$ cat src/rtl/bcd_counter_ndigit_pkg.sv
`default_nettype none
// ============================================================================
//  Module      : bcd_counter_ndigit_pkg
//  Description : Shared digit width and digit helper functions for the
//                multi-digit modulo-R counter.
//                  DIGIT_W     - bit width of every digit (fixed at 4)
//                  digit_max   - largest legal digit value for a radix
//                  digit_legal - 1 when a digit value is below the radix
//  Revision    : 1.0 - initial release
// ============================================================================
package bcd_counter_ndigit_pkg;

    localparam int DIGIT_W = 4;

    function automatic logic [DIGIT_W-1:0] digit_max(input int radix);
        return DIGIT_W'(radix - 1);
    endfunction

    function automatic logic digit_legal(input logic [DIGIT_W-1:0] d, input int radix);
        return int'({28'd0, d}) < radix;
    endfunction

endpackage
`default_nettype wire

$ cat src/rtl/bcd_digit.sv
`default_nettype none
// ============================================================================
//  Module      : bcd_digit
//  Description : Combinational next-state of one modulo-RADIX digit.
//  Ports       : cur  - current digit value
//                cin  - carry-in (up) / borrow-in (down); digit moves only
//                       when set
//                up   - 1 = increment, 0 = decrement
//                nxt  - next digit value
//                cout - carry-out (up) / borrow-out (down)
//  Revision    : 1.0 - initial release
// ============================================================================
module bcd_digit
    import bcd_counter_ndigit_pkg::*;
#(
    parameter int RADIX = 10
) (
    input  logic [DIGIT_W-1:0] cur,
    input  logic               cin,
    input  logic               up,
    output logic [DIGIT_W-1:0] nxt,
    output logic               cout
);

    localparam logic [DIGIT_W-1:0] c_MAX = digit_max(RADIX);

    always_comb begin
        nxt  = cur;
        cout = 1'b0;
        if (cin) begin
            if (up) begin
                // An out-of-range digit behaves like the top value so it
                // recovers to 0 on the next increment.
                if (!digit_legal(cur, RADIX) || (cur == c_MAX)) begin
                    nxt  = '0;
                    cout = 1'b1;
                end else begin
                    nxt = cur + 4'd1;
                end
            end else begin
                if (cur == '0) begin
                    nxt  = c_MAX;
                    cout = 1'b1;
                end else begin
                    nxt = cur - 4'd1;
                end
            end
        end
    end

endmodule
`default_nettype wire

$ cat src/rtl/bcd_counter_ndigit.sv
`default_nettype none
// ============================================================================
//  Module      : bcd_counter_ndigit
//  Description : DIGITS-digit modulo-RADIX up/down counter, updated on the
//                falling edge of clk, with parallel load, terminal count
//                and a one-period wrap flag.
//  Ports       : clk       - clock (state changes on falling edge)
//                Reset     - asynchronous active-high reset
//                En        - count enable
//                Up        - 1 = count up, 0 = count down
//                Load      - parallel load (priority over En)
//                LoadValue - load data, digit k in bits [4k+3:4k]
//                Output    - current count, same packing as LoadValue
//                Tc        - combinational terminal count for cascading
//                Wrap      - high for one period after a top-digit carry or
//                            borrow out
//  Revision    : 1.0 - initial release
// ============================================================================
module bcd_counter_ndigit
    import bcd_counter_ndigit_pkg::*;
#(
    parameter int DIGITS = 4,
    parameter int RADIX  = 10
) (
    input  logic                      clk,
    input  logic                      Reset,
    input  logic                      En,
    input  logic                      Up,
    input  logic                      Load,
    input  logic [DIGIT_W*DIGITS-1:0] LoadValue,
    output logic [DIGIT_W*DIGITS-1:0] Output,
    output logic                      Tc,
    output logic                      Wrap
);

    localparam int                 c_W   = DIGIT_W * DIGITS;
    localparam logic [DIGIT_W-1:0] c_MAX = digit_max(RADIX);

    logic [c_W-1:0]    r_count;
    logic              r_wrap;
    logic [c_W-1:0]    w_next;
    logic [c_W-1:0]    w_load;
    logic [DIGITS:0]   w_carry;
    logic [DIGITS-1:0] w_is_max;
    logic [DIGITS-1:0] w_is_zero;

    // Digit 0 always steps; enable is applied at the register.
    assign w_carry[0] = 1'b1;

    genvar k;
    generate
        for (k = 0; k < DIGITS; k++) begin : g_digit
            bcd_digit #(
                .RADIX (RADIX)
            ) u_digit (
                .cur  (r_count[DIGIT_W*k +: DIGIT_W]),
                .cin  (w_carry[k]),
                .up   (Up),
                .nxt  (w_next[DIGIT_W*k +: DIGIT_W]),
                .cout (w_carry[k+1])
            );

            // Each illegal load digit is replaced by 0 on its own.
            assign w_load[DIGIT_W*k +: DIGIT_W] =
                digit_legal(LoadValue[DIGIT_W*k +: DIGIT_W], RADIX) ?
                LoadValue[DIGIT_W*k +: DIGIT_W] : '0;

            assign w_is_max[k]  = (r_count[DIGIT_W*k +: DIGIT_W] == c_MAX);
            assign w_is_zero[k] = (r_count[DIGIT_W*k +: DIGIT_W] == '0);
        end
    endgenerate

    assign Tc = En & ~Load & (Up ? (&w_is_max) : (&w_is_zero));

    always_ff @(negedge clk or posedge Reset) begin
        if (Reset) begin
            r_count <= '0;
            r_wrap  <= 1'b0;
        end else if (Load) begin
            r_count <= w_load;
            r_wrap  <= 1'b0;
        end else if (En) begin
            r_count <= w_next;
            r_wrap  <= w_carry[DIGITS];
        end else begin
            r_wrap  <= 1'b0;
        end
    end

    assign Output = r_count;
    assign Wrap   = r_wrap;

endmodule
`default_nettype wire

$ cat config.mk
export PLATFORM = sky130hd
export DESIGN_NAME = bcd_counter_ndigit
export DESIGN_NICKNAME = d
export VERILOG_FILES = /design/src/rtl/bcd_counter_ndigit_pkg.sv /design/src/rtl/bcd_digit.sv /design/src/rtl/bcd_counter_ndigit.sv
export SDC_FILE = /design/constraint.sdc
export NUM_CORES = 1
export LEC_CHECK = 0
export ABC_AREA = 1
export ABC_CLOCK_PERIOD_IN_PS = 3470
export CAP_MARGIN = 10
export CORE_MARGIN = 4
export CORE_UTILIZATION = 25
export CTS_CLUSTER_SIZE = 24
export DETAILED_ROUTE_END_ITERATION = 8
export GPL_TIMING_DRIVEN = 0
export HOLD_SLACK_MARGIN = 0.02
export PLACE_DENSITY = 0.55
export REMOVE_ABC_BUFFERS = 1
export SYNTH_ARGS = -nofsm -noshare
export SYNTH_HDL_FRONTEND = slang
export SYNTH_SLANG_ARGS = --single-unit
$ cat constraint.sdc
create_clock -name clk -period 3.47 [get_ports clk]
set_input_delay 0.347 -clock clk [delete_from_list [all_inputs] [get_ports clk]]
set_output_delay 0.347 -clock clk [all_outputs]
set_load 0.01 [all_outputs]
; ---- Word-level counts from Yosys, hierarchy flattened
; Cells that the tools add are included.
; Widths: inputs -> output; s select.
[word_totals]
regBits = 17
latch_bits = 0
ramBits = 0
romBits = 0
in_bits = 21
memories = 0
[classes]
n_addsub = 8
mul = 0
div = 0
n_lt_le_gt_ge = 8
n_eq_ne = 4
shifts = 0
muxes = 39
n_bitwise = 3
n_reduce_logical = 21
[op_table]
columns = operator, n
row1 = $mux 4, 19
row2 = $lt 4x4->1 const B, 8
row3 = $mux 16, 2
row4 = $mux 1, 18
row5 = $add 4x1->4 const B, 4
row6 = $eq 4x4->1 const B, 4
row7 = $logic_not 4->1, 4
row8 = $sub 4x1->4 const B, 4
row9 = $reduce_and 4->1, 2
row10 = $reduce_bool 2->1, 4
row11 = $reduce_and 2->1, 3
row12 = $logic_not 1->1, 4
row13 = $logic_or 1x1->1, 4
row14 = $and 1x1->1, 2
row15 = $not 1->1, 1

; ---- Longest topological paths before layout
; Gate-level depths: netlist (run 1).
[logic_depth]
ltp_word = 10
mapped_depth = 11
mapped_depth_nobuf = 11

; ---- By module
; A second synthesis (run 1) with hierarchy kept.
[hier_totals]
hier_cells = 337
area_unflattened_um2 = 2065.7
[by_module_without_submodules]
columns = mod, instances, cells_per_inst, area_per_inst_um2, seq_area_each_um2
row1 = bcd_digit, 4, 53, 291.5, 0.0
row2 = bcd_counter_ndigit, 1, 125, 899.6, 425.4

==> results of run 1 <==
==> synthesized netlist by cell type <==
cell | count | area share
a21oi_2 | 1 | 0.0047
nand2_4 | 4 | 0.024
nand3_1 | 40 | 0.11
a21boi_1 | 1 | 0.0041
nand2_1 | 84 | 0.17
clkbuf_8 | 1 | 0.0074
nand2_2 | 2 | 0.0068
xor2_1 | 4 | 0.019
nor2_2 | 4 | 0.014
o21ai_1 | 2 | 0.0054
buf_1 | 1 | 0.0020
clkinv_4 | 1 | 0.0047
o211ai_1 | 5 | 0.020
clkbuf_1 | 1 | 0.0020
buf_6 | 2 | 0.012
mux2i_4 | 1 | 0.012
inv_1 | 27 | 0.055
a31oi_1 | 2 | 0.0068
nand4_1 | 1 | 0.0034
a211oi_1 | 1 | 0.0041
nand4_4 | 1 | 0.012
inv_2 | 2 | 0.0041
a21oi_4 | 1 | 0.0088
nor2_1 | 13 | 0.026
ha_1 | 12 | 0.081
buf_2 | 5 | 0.014
nand3_4 | 2 | 0.019
nor2_4 | 1 | 0.0061
xnor2_1 | 4 | 0.019
a21oi_1 | 11 | 0.030
o21ai_0 | 18 | 0.049
a22oi_1 | 1 | 0.0041
dfrtn_1 | 17 | 0.23
nor3_1 | 4 | 0.011
==> cell type report <==
type                    count  area share
repair buffers             76      0.2428
multi-input cells         220      0.4964
inverters                  30     0.04451
repair inverters            1    0.002698
clock buffers               4     0.01619
flip-flops and latches     17      0.1529
well taps                  99     0.04451
==> through the flow <==
step	area (µm²)	total power, mW	util	setup slack, ps
final	2783	1.167	0.3857	-182.7
after global routing	2783	1.254	0.3857	-296.7
after CTS	2542	1.059	0.3524	-266.3
after detailed placement	2283	0.8020	0.3165	-923.1
after global placement	2283	0.7990	0.3165	-917.2
after floorplan	1779	0.6217	-	78.25
==> per-layer routing <==
metal / global-route usage / part of all wire / vias up
met5: 0 / 0 / -
met4: 0.03851 / 0.016 / 0
met3: 0.01362 / 0.031 / 10
met2: 0.2194 / 0.52 / 61
met1: 0.1569 / 0.44 / 970
li1: - / - / 1058
==> flip-flops by register name (all words and copies together), names as in the netlist <==
signal / count
Wrap: 1
Output: 16
==> cell usage in the layout, fill, tap and decap left out, types with 2 or more instances in the layout <==
master           instances
a21oi_1                 11
a31oi_1                  2
buf_2                    2
buf_4                   35
buf_6                    3
clkbuf_8                 3
clkdlybuf4s50_1         23
clkinvlp_4               2
dfrtn_1                 17
dlygate4sd2_1            6
dlymetal6s2s_1           6
ha_1                     4
ha_4                     7
inv_1                   14
inv_2                   13
nand2_1                 83
nand2_2                  3
nand2_4                  4
nand3_1                 37
nand3_4                  4
nor2_1                  12
nor2_2                   4
nor2_4                   2
nor3_2                   3
o211ai_1                 5
o21ai_0                 18
o21ai_1                  2
xnor2_1                  4
xor2_1                   4
==> critical path, stage by stage (launching register included) <==
cell,delay (ps)
dfrtn_1,350
inv_2,100
buf_4,130
ha_4,140
inv_4,40
nor3_2,130
nand3_1,100
a21boi_1,140
buf_2,150
==> power by group <==
part | switching, mW | internal, mW | leakage [nW]
clock network | 0.0849 | 0.0820 | 0.0228
logic | 0.381 | 0.340 | 1.11
registers | 0.0430 | 0.236 | 0.217
total | 0.509 | 0.658 | 1.35
==> final timing paths <==
kind,start,endpoint,slack (ps),depth (start not counted)
max,Output[1]$_DFFE_NP0P_,Tc,-180,8
min,Output[6]$_DFFE_NP0P_,Output[6]$_DFFE_NP0P_,520,2
max reg2reg,Output[9]$_DFFE_NP0P_,Output[15]$_DFFE_NP0P_,1780,10
min reg2reg,Output[6]$_DFFE_NP0P_,Output[6]$_DFFE_NP0P_,520,2
max in group asynchronous,Reset,Output[8]$_DFFE_NP0P_,860,2
min in group asynchronous,Reset,Output[7]$_DFFE_NP0P_,2110,2
==> kinds of logic after synthesis <==
logic type               Yosys count  synth area share
AND/OR/NAND/NOR                  156            0.4008
AO/OA/AOI/OAI                     43            0.1368
buffers and inverters             40            0.1009
flip-flops                        17            0.2302
adder cells (fa/ha/maj)           12           0.08124
XOR/XNOR                           8           0.03791
multiplexers                       1           0.01219
==> repair_timing <==
action / CTS / global route
cloned: 1 / 0
resized for setup: 30 / 38
buffers inserted: 22 / 16
hold buffers: 0 / 0
pin swaps: 0 / 12
setup endpoints to repair: 30 / 12
==> run metrics, run 1 <==
post-DP HPWL 3.701 mm; WL/cell about 13 µm; Final Max Tran Viols 0; Multi-input gate area 1381 µm²; worst-margin pin slew about 730 ps; CP endpoint kind output port; DIE HEIGHT 93.98 µm; power per cell area 419.3 nW/µm²; failing checks setup timing; CP Class flip-flop to output port; Layout Cells excl Fill 447; Hold/Removal Path Class flip-flop to flip-flop; Synth Warn # 0; Max VDD drop 0.2202 mV; nets 382; total number of vias 2099; global route overflow 0; layout cells sized above 1 0.2701; die width 93.98 µm; # DRC 0; Longest Clk Path Bufs 2; CP required 3120 ps; Initial Util 0.2562; drt pass-1 iters 4; vias in the first global route 1992; Critical Path AT 3310 ps; initial DRC count approximately 150; final WL 5.799 mm; core area 7214 µm²; Placed Cells slightly above 400; RSZ-0062 raised after global routing true; Syn Inst Count 277; Mapped Avg Cell Area 6.672 µm²; max-cap viol count 0; number of CTS-inserted buffers 3; FF/Latch Area 425.4 µm²; initial antenna violation count 0; CTS tree yes; status complete, but fails checks; final hold viol count 0; first-pass GRT wire length approximately 8.9 mm; clock sinks 17; I/O pins 39; Area growth syn-to-layout 50.58%; Cell Area, Synth 1848 µm²; port bufs 38; Die ar. 8831 µm²; Slew HR 0.5098; sequential share of the synthesized area 0.2302; clock skew about 6.5 ps; Setup crit start kind flip-flop; setup ws final -182.7 ps; Vias/cell approximately 4.7; FILL cells a little under 800; Yosys reg bits 17; TNS Setup -182.7 ps; Clock transition at path regs 60 ps; Hold WS 523.9 ps; floorplan row count 31; crit path max fanout 3; CTS root buf clkbuf_8; H-tree levels 1; Final setup violation count 1; GP Congestion 0.7635; total track usage 0.1241; antenna viol nets, final 0; ANT cells 0; Pleak 1.352 nW; largest net degree at the start of global routing 23; distinct cell type count after synthesis 34; worst skew pair latency about 280 ps
Note: power is estimated with default switching activity, not from simulation.
==> run 2, diff against run 1 <==
- ABC_CLOCK_PERIOD_IN_PS: 3470 -> 4600
- RECOVER_POWER: default -> 100
- REMOVE_ABC_BUFFERS: 1 -> default
- clock period: 3.47 -> 4.6 ns (I/O delays scaled with it)
==> run metrics, run 2 (synthesized netlist as in run 1, its figures left out) <==
first-pass GRT wire length 8.714 mm (-2.5%); Hold WS 533.3 ps (+9.349 ps); max-cap viol count 0 (unchanged); TNS Setup 0 ps (+182.7 ps); Longest Clk Path Bufs 2 (unchanged); largest net degree at the start of global routing 18 (-22%); Final setup violation count 0 (-1); r2r endpoint Output[4]$_DFFE_NP0P_; floorplan row count 31 (unchanged); CP Class flip-flop to output port; port bufs 37 (-2.6%); Critical Path AT 4050 ps (+740 ps); worst skew pair latency 280 ps (about the same); vias in the first global route 1871 (-6.1%); hold_sp Output[5]$_DFFE_NP0P_; Pleak 1.199 nW (-11%); Vias/cell 4.601 (-2.0%); layout cells sized above 1 0.1687 (-0.1014); core area 7214 µm² (unchanged); # DRC 0 (unchanged); GP Congestion 0.8212 (+7.6%); max reg flops 16 (unchanged); most common cell after layout, fill and taps aside nand2_1; CP required 4140 ps (+1020 ps); Hold/Removal Path Class flip-flop to flip-flop; number of CTS-inserted buffers 3 (unchanged); Hold Crit Endpoint Output[5]$_DFFE_NP0P_; final hold viol count 0 (unchanged); clock skew 3.280 ps (-3.175 ps); Final Max Tran Viols 0 (unchanged); antenna viol nets, final 0 (unchanged); Setup crit start kind flip-flop; nets 366 (-4.2%); Area after DPL 2342 µm² (+2.6%); Die ar. 8831 µm² (unchanged); Slew HR 0.5318 (+0.02203); WHS Path Cells 2 (unchanged); FILL cells 822 (+5.2%); r2r setup slk 2820 ps (+1040 ps); Post-Synthesis Net Count 310; CP endpoint kind output port; Area growth syn-to-layout 38.19%; setup ws final 94.55 ps (+277.3 ps); Clock transition at path regs 50 ps (about the same); Initial Util 0.2562 (unchanged); total number of vias 1983 (-5.5%); initial DRC count 80 (-48%); H-tree levels 1 (unchanged); initial antenna violation count 0 (unchanged); die width 93.98 µm (unchanged); Max VDD drop 0.1148 mV (-48%); WL/cell 12.51 µm (-3.5%); total power 0.7866 mW (-33%); I/O pins 39 (unchanged); final instance area 2554 µm² (-8.2%); most frequent cells in the layout 84 x nand2_1, 38 x nand3_1, 23 x inv_1; worst-margin pin slew 701.5 ps (-33.00 ps); total track usage 0.1233 (-0.0008364); drt pass-1 iters 4 (unchanged); status complete, no violations; CTS root buf clkbuf_8; Reg2Reg Depth 10 (unchanged); global route overflow 0 (unchanged); Multi-input gate area 1297 µm² (-6.1%); CTS tree yes; post-DP HPWL 4.044 mm (+9.3%); FF/Latch Area 425.4 µm² (unchanged); dpl ws -134.2 ps (+788.9 ps); worst r2r src Output[1]$_DFFE_NP0P_; final WL 5.393 mm (-7.0%); DIE HEIGHT 93.98 µm (unchanged); ANT cells 0 (unchanged); clock sinks 17 (unchanged); crit path max fanout 2 (-1); power per cell area 308.0 nW/µm² (-27%)
==> run 2: cell types whose count changed in the layout (fill, tap and decap cells not counted), moves of 5 or more <==
cell             change
buf_4               -21
dlygate4sd3_1       +19
inv_1                +9
inv_2                -8
clkdlybuf4s50_1      -6
dlygate4sd2_1        -6
dlymetal6s2s_1       -6
ha_4                 -5
==> run 2: worst max-delay path, cell delays in order (launching register included) <==
cell and delay (ps):
dfrtn_1 440, buf_4 140, ha_1 130, inv_1 70
nor3_1 150, nand3_1 120, a21boi_2 180, clkdlybuf4s15_2 240
==> run 2: routing by layer <==
layer,wire (µm),track usage,up-vias
met5,0,0,-
met1,2597,0.1642,911
met4,46,0.03249,0
li1,-,-,1025
met3,229,0.01683,7
met2,2520,0.2082,40
==> run 2: stage by stage <==
stage / utilization / std cells
after floorplan: - / 277
after global placement: 0.3247 / 413
after detailed placement: 0.3247 / 413
after CTS: 0.3436 / 425
after global routing: 0.3540 / 431
final: 0.3540 / 431
==> run 2: what timing repair did <==
| action | 4_1_cts | 5_1_grt |
|---|---|---|
| setup buffers | 8 | 6 |
| hold endpoints to repair | 0 | 0 |
| setup endpoints to repair | 1 | 1 |
| gates cloned | 0 | 0 |
| hold buffers | 0 | 0 |
| resized for setup | 11 | 9 |
==> run 2: area by class of cell <==
class / count / share of cell area
buffer: 10 / 0.02646
tap: 99 / 0.04851
inverter: 30 / 0.04606
multi-input combinational: 220 / 0.5081
clock buffer: 4 / 0.01764
timing repair buffer: 51 / 0.1867
sequential: 17 / 0.1666
==> run 2: worst max-delay path by stage <==
| stage | startpoint | to | cells after the start |
|---|---|---|---|
| 3_5_place_dp | Output[12]$_DFFE_NP0P_ | Tc | 7 |
| 2_1_floorplan | Output[4]$_DFFE_NP0P_ | Tc | 6 |
| 3_3_place_gp | Output[12]$_DFFE_NP0P_ | Tc | 7 |
| 4_1_cts | Output[8]$_DFFE_NP0P_ | Tc | 7 |
| 5_1_grt | Output[12]$_DFFE_NP0P_ | Tc | 7 |
| 6_report | Output[0]$_DFFE_NP0P_ | Tc | 7 |
==> run 2: where the power goes <==
group | total, mW | leakage, nW | switching [mW] | internal [mW]
registers | 0.213 | 0.217 | 0.0353 | 0.178
clock network | 0.123 | 0.0228 | 0.0611 | 0.0618
logic | 0.451 | 0.959 | 0.248 | 0.202
==> run 3, diff against run 2 <==
- TNS_END_PERCENT: default -> 30
==> results of run 3 <==
No change in the layout: final DEF, timing and power equal those of run 2.
